File: src/rtl/pulse_train_gen.sv
// rtl/pulse_train_gen.sv - pulse-train generator: N pulses of H high / L low cycles, then a done strobe.
// Optional feature macro: PTG_CONTINUOUS_EN (adds i_continuous for free-running trains).
module pulse_train_gen #(
    parameter int WIDTH = 8,
    parameter int PER_W = 4
) (
    input  logic             i_clk,
    input  logic             i_rstn,
    input  logic [WIDTH-1:0] i_count,
    input  logic [PER_W-1:0] i_high,
    input  logic [PER_W-1:0] i_low,
    input  logic             i_start,
    input  logic             i_abort,
`ifdef PTG_CONTINUOUS_EN
    input  logic             i_continuous,
`endif
    output logic             o_busy,
    output logic             o_pulse,
    output logic [WIDTH-1:0] o_remaining,
    output logic             o_done
);

    typedef enum logic [1:0] {
        IDLE = 2'd0,
        HIGH = 2'd1,
        LOW  = 2'd2
    } state_t;

    state_t             state_q, state_d;
    logic               busy_q, busy_d;
    logic               pulse_q, pulse_d;
    logic [WIDTH-1:0]   remaining_q, remaining_d;
    logic               done_q, done_d;
    logic [PER_W-1:0]   phase_q, phase_d;
    logic [PER_W-1:0]   high_q, high_d;
    logic [PER_W-1:0]   low_q, low_d;
    logic               cont_q, cont_d;

    logic               cont_in;
    logic [PER_W-1:0]   high_eff;
    logic [PER_W-1:0]   low_eff;
    logic [WIDTH-1:0]   rem_dec;

`ifdef PTG_CONTINUOUS_EN
    assign cont_in = i_continuous;
`else
    assign cont_in = 1'b0;
`endif

    // Zero-length phases are stretched to one cycle so the train always advances.
    assign high_eff = (i_high == '0) ? PER_W'(1) : i_high;
    assign low_eff  = (i_low  == '0) ? PER_W'(1) : i_low;
    assign rem_dec  = remaining_q - WIDTH'(1);

    always_comb begin
        state_d     = state_q;
        busy_d      = busy_q;
        pulse_d     = pulse_q;
        remaining_d = remaining_q;
        done_d      = 1'b0;
        phase_d     = phase_q;
        high_d      = high_q;
        low_d       = low_q;
        cont_d      = cont_q;

        if (i_abort) begin
            state_d = IDLE;
            busy_d  = 1'b0;
            pulse_d = 1'b0;
            phase_d = '0;
        end else begin
            unique case (state_q)
                IDLE: begin
                    if (i_start) begin
                        if (i_count != '0) begin
                            high_d      = high_eff;
                            low_d       = low_eff;
                            cont_d      = cont_in;
                            state_d     = HIGH;
                            busy_d      = 1'b1;
                            pulse_d     = 1'b1;
                            remaining_d = i_count;
                            phase_d     = high_eff - PER_W'(1);
                        end else if (!done_q && !cont_in) begin
                            // Guard keeps back-to-back empty starts from producing a two-cycle done.
                            done_d = 1'b1;
                        end
                    end
                end
                HIGH: begin
                    if (phase_q == '0) begin
                        if (!cont_q && rem_dec == '0) begin
                            remaining_d = rem_dec;
                            state_d     = IDLE;
                            busy_d      = 1'b0;
                            pulse_d     = 1'b0;
                            done_d      = 1'b1;
                        end else begin
                            if (!cont_q) remaining_d = rem_dec;
                            state_d = LOW;
                            pulse_d = 1'b0;
                            phase_d = low_q - PER_W'(1);
                        end
                    end else begin
                        phase_d = phase_q - PER_W'(1);
                    end
                end
                LOW: begin
                    if (phase_q == '0) begin
                        state_d = HIGH;
                        pulse_d = 1'b1;
                        phase_d = high_q - PER_W'(1);
                    end else begin
                        phase_d = phase_q - PER_W'(1);
                    end
                end
                default: begin
                    state_d = IDLE;
                    busy_d  = 1'b0;
                    pulse_d = 1'b0;
                    phase_d = '0;
                end
            endcase
        end
    end

    always_ff @(posedge i_clk or negedge i_rstn) begin
        if (!i_rstn) begin
            state_q     <= IDLE;
            busy_q      <= 1'b0;
            pulse_q     <= 1'b0;
            remaining_q <= '0;
            done_q      <= 1'b0;
            phase_q     <= '0;
            high_q      <= PER_W'(1);
            low_q       <= PER_W'(1);
            cont_q      <= 1'b0;
        end else begin
            state_q     <= state_d;
            busy_q      <= busy_d;
            pulse_q     <= pulse_d;
            remaining_q <= remaining_d;
            done_q      <= done_d;
            phase_q     <= phase_d;
            high_q      <= high_d;
            low_q       <= low_d;
            cont_q      <= cont_d;
        end
    end

    assign o_busy      = busy_q;
    assign o_pulse     = pulse_q;
    assign o_remaining = remaining_q;
    assign o_done      = done_q;

endmodule

File: config.mk
export PLATFORM = sky130hd
export DESIGN_NAME = pulse_train_gen
export DESIGN_NICKNAME = d
export VERILOG_FILES = /design/src/rtl/pulse_train_gen.sv
export SDC_FILE = /design/constraint.sdc
export NUM_CORES = 1
export LEC_CHECK = 0
export CAP_MARGIN = 20
export CELL_PAD_IN_SITES_DETAIL_PLACEMENT = 0
export CELL_PAD_IN_SITES_GLOBAL_PLACEMENT = 1
export CORE_ASPECT_RATIO = 0.7
export CORE_MARGIN = 5
export CORE_UTILIZATION = 34
export CTS_BUF_LIST = sky130_fd_sc_hd__clkbuf_8
export DETAILED_ROUTE_END_ITERATION = 8
export PLACE_DENSITY_LB_ADDON = 0.1
export RECOVER_POWER = 100
export SYNTH_ARGS = -nofsm -noshare
export SYNTH_HDL_FRONTEND = slang
export SYNTH_SLANG_ARGS = --single-unit
export TNS_END_PERCENT = 10
File: constraint.sdc
create_clock -name i_clk -period 1.8 [get_ports i_clk]
set_input_delay 0.45 -clock i_clk [delete_from_list [all_inputs] [get_ports i_clk]]
set_output_delay 0.45 -clock i_clk [all_outputs]
set_load 0.03 [all_outputs]
==> out/metrics.cfg, run 1 <==
[floorplanning]
start_util=0.349
ios=31
core_area_um2=4730
rows=21
die_h_um=68.3
die_w_um=93.2
die_area_um2=6370

[critical_path]
reg2regPathDepth=6
r2r_start=o_remaining[0]
worst-setup-path-type=register to register
crit_arrival_ps=2080
critPathMaxFanout=5
endpoint_kind=register
crit_start=o_remaining[0]
critical_path.startpoint_type=register
cp.required_ps=1960

[routing]
drc=0
vias=1741
firstDrtPassIters=5
drt-total-wl_um=5180
ant_nets=0
vias_per_cell=5.32
wire_per_inst_um=15.8
drt_iter0_markers=132

[synthesis]
syn_area_per_cell_um2=8.68
synthFlopType=dfrtp_1
synth_top_area_frac=0.334
synth_top_area_cell=dfrtp_1
synth-compound-area-share=0.247
yosysMostFrequentCell=dfrtp_1
synth.mux.area_fraction=0.0402
synthTopCellsByArea=dfrtp_1, a21oi_1, ha_1
yosysUniqueCellTypes=56
synth_nets=216
ys_ff_latch=24
yosysSeqAreaShare=0.366
async_reset_ff_frac=1.00
synth_top_family_by_area=compound AO/OA/AOI/OAI gates
syn_inst=190
synth-edff-count=0
synth-simple-area-share=0.224
synth-xor-area-share=0.0266
yosysWarnings=0
yosys-top-cells-count=dfrtp_1, nor2_1, a21oi_1
syn_area_um2=1650
synthAdderAreaFrac=0.0455

[power_and_ir_drop]
pwr-share-seq=0.259
p_comb_frac=0.645
power_frac_clock=0.096
p_total_w=0.00398
leakage_nw=1.14
internal-power_w=0.00222
p_switching_w=0.00176
power_density_nw_per_um2=1570
swShare=0.443
peakVddDrop_v=0.000605

[placement]
gp_congestion=0.883
port_buffers=30
dp.cells=318
pre_cts_slack_ps=-610
dp_hpwl_um=3900

[layout]
register_area_um2=608
nets=297
fillers=425
instances_no_fill=327
drive_above_1_share=0.381
insertedDiodeCount=0
multi_input_area_um2=1120
area_delta_synth_final_pct=53.9

[global_route]
grt_max_degree=25
gr-usage-all-layers=0.167
grt_overflow=0
first_global_vias=1566
grt_pass1_wl_um=8210
antenna_found_initial=0

[clock_tree]
cts_buffer_depth=2
numCtsBuffers=3
cts_hold_buf=0
cts_tree=yes
root_buffer=clkbuf_8
clk-insertion-delay-late_ps=270
h-tree-depth=1
clk_pin_slew_ps=90
clock_sinks=24

[sta]
slew_violations=0
max_slew.worst_pin.slew_ps=663
whs_ps=477
relSlewSlack=0.558
period_needed_ps=1920
fin_skew_ps=5.21
finalCritPeriodShare=1.07
max_freq_mhz=521
hold_viol=0
setup_viol=11
grt_setup_unrepaired=yes
fin_ws_ps=-118

[min_path]
hold_start=state_q[1]
whs_path_depth=1
hp-class=register to register

[job]
drv_cap=0

[run_status]
violations=negative setup slack
status=finished, violations left

[cell usage in the layout (no fill, tap or decap), drive strengths merged, types with 2 or more instances in the layout]
master,n
a211oi,2
a21oi,18
a2bb2oi,2
a31oi,3
a32o,2
and2,2
and2b,2
buf,53
clkbuf,11
clkdlybuf4s50,11
dfrtp,22
dfstp,2
dlygate4sd2,9
ha,6
inv,11
mux2,5
nand2,15
nand2b,2
nand3,3
nand3b,3
nor2,20
nor2b,2
nor3,11
o21a,2
o21ai,15
o22a,2
o22ai,4
o31ai,3
or4,2
xnor2,3
xor2,2
[power by group through the flow]
| stage | Sequential, W | Clock [W] | Combinational (W) |
|---|---|---|---|
| 2_1_floorplan | 0.00120 | 0 | 0.00113 |
| 3_3_place_gp | 0.00101 | 0 | 0.00234 |
| 3_5_place_dp | 0.00102 | 0 | 0.00236 |
| 4_1_cts | 0.00101 | 0.000392 | 0.00237 |
| 5_1_grt | 0.00106 | 0.000414 | 0.00280 |
| 6_report | 0.00103 | 0.000383 | 0.00256 |
[registers in the layout, indices dropped and copies added, names as in the netlist]
signal,flops
low_q,4
o_done,1
o_busy,1
o_pulse,1
high_q,4
state_q,1
phase_q,4
o_remaining,8
[routing by layer]
layer | track usage | vias up | share of wire
li1 | - | 860 | -
met1 | 0.259 | 825 | 0.54
met2 | 0.233 | 54 | 0.39
met3 | 0.0407 | 2 | 0.060
met4 | 0.0219 | 0 | 0.0039
met5 | 0 | - | 0
[cells by family after synthesis]
group,after synthesis
flip-flops,24
buffers and inverters,18
adder cells (fa/ha/maj),6
AO/OA/AOI/OAI,61
XOR/XNOR,5
multiplexers,6
AND/OR/NAND/NOR,70
[worst max-delay path, stage by stage, from the launching register on]
cell and delay, ps:
dfrtp_2 470, or4b_1 520, o21ai_1 100, a32o_2 230
a31oi_4 130, buf_6 150, a32o_1 220
[through the flow]
| stage | area (um^2) | TNS (ps) | util |
|---|---|---|---|
| after floorplan | 1700 | -267 | - |
| after global placement | 2380 | -9910 | 0.504 |
| after detailed placement | 2380 | -10940 | 0.504 |
| after CTS | 2470 | -227 | 0.522 |
| after global routing | 2540 | -1430 | 0.537 |
| final | 2540 | -497 | 0.537 |
[area by class of cell]
class                   count  share of cell area
repair buffers             82               0.250
flip-flops and latches     24               0.240
inverters                  11              0.0173
multi-input cells         149               0.443
well taps                  57              0.0281
clock buffers               4              0.0217
[path summary, 6_finish.rpt]
kind	endpoint	slack [ps]
worst max-delay path	phase_q[2]	-120
worst min-delay path	o_done	480
worst max register to register	phase_q[2]	-120
worst min register to register	o_done	480
max in group asynchronous	o_remaining[6]	600
min in group asynchronous	high_q[2]	730
[timing repair]
action	CTS	global route
gates resized for setup	33	28
pin swaps	5	8
setup endpoints to repair	29	21
buffers inserted	1	3
cloned	1	0
No activity file was read; power rests on OpenSTA's default activity.
==> run 2: changes to the inputs <==
--- a/config.mk
+++ b/config.mk
@@ -12,6 +12,7 @@
 export CORE_MARGIN = 5
 export CORE_UTILIZATION = 34
 export CTS_BUF_LIST = sky130_fd_sc_hd__clkbuf_8
+export CTS_CLUSTER_SIZE = 10
 export DETAILED_ROUTE_END_ITERATION = 8
 export PLACE_DENSITY_LB_ADDON = 0.1
 export RECOVER_POWER = 100
==> results of run 2 <==
Final layout, timing and power as in run 1 (identical DEF).
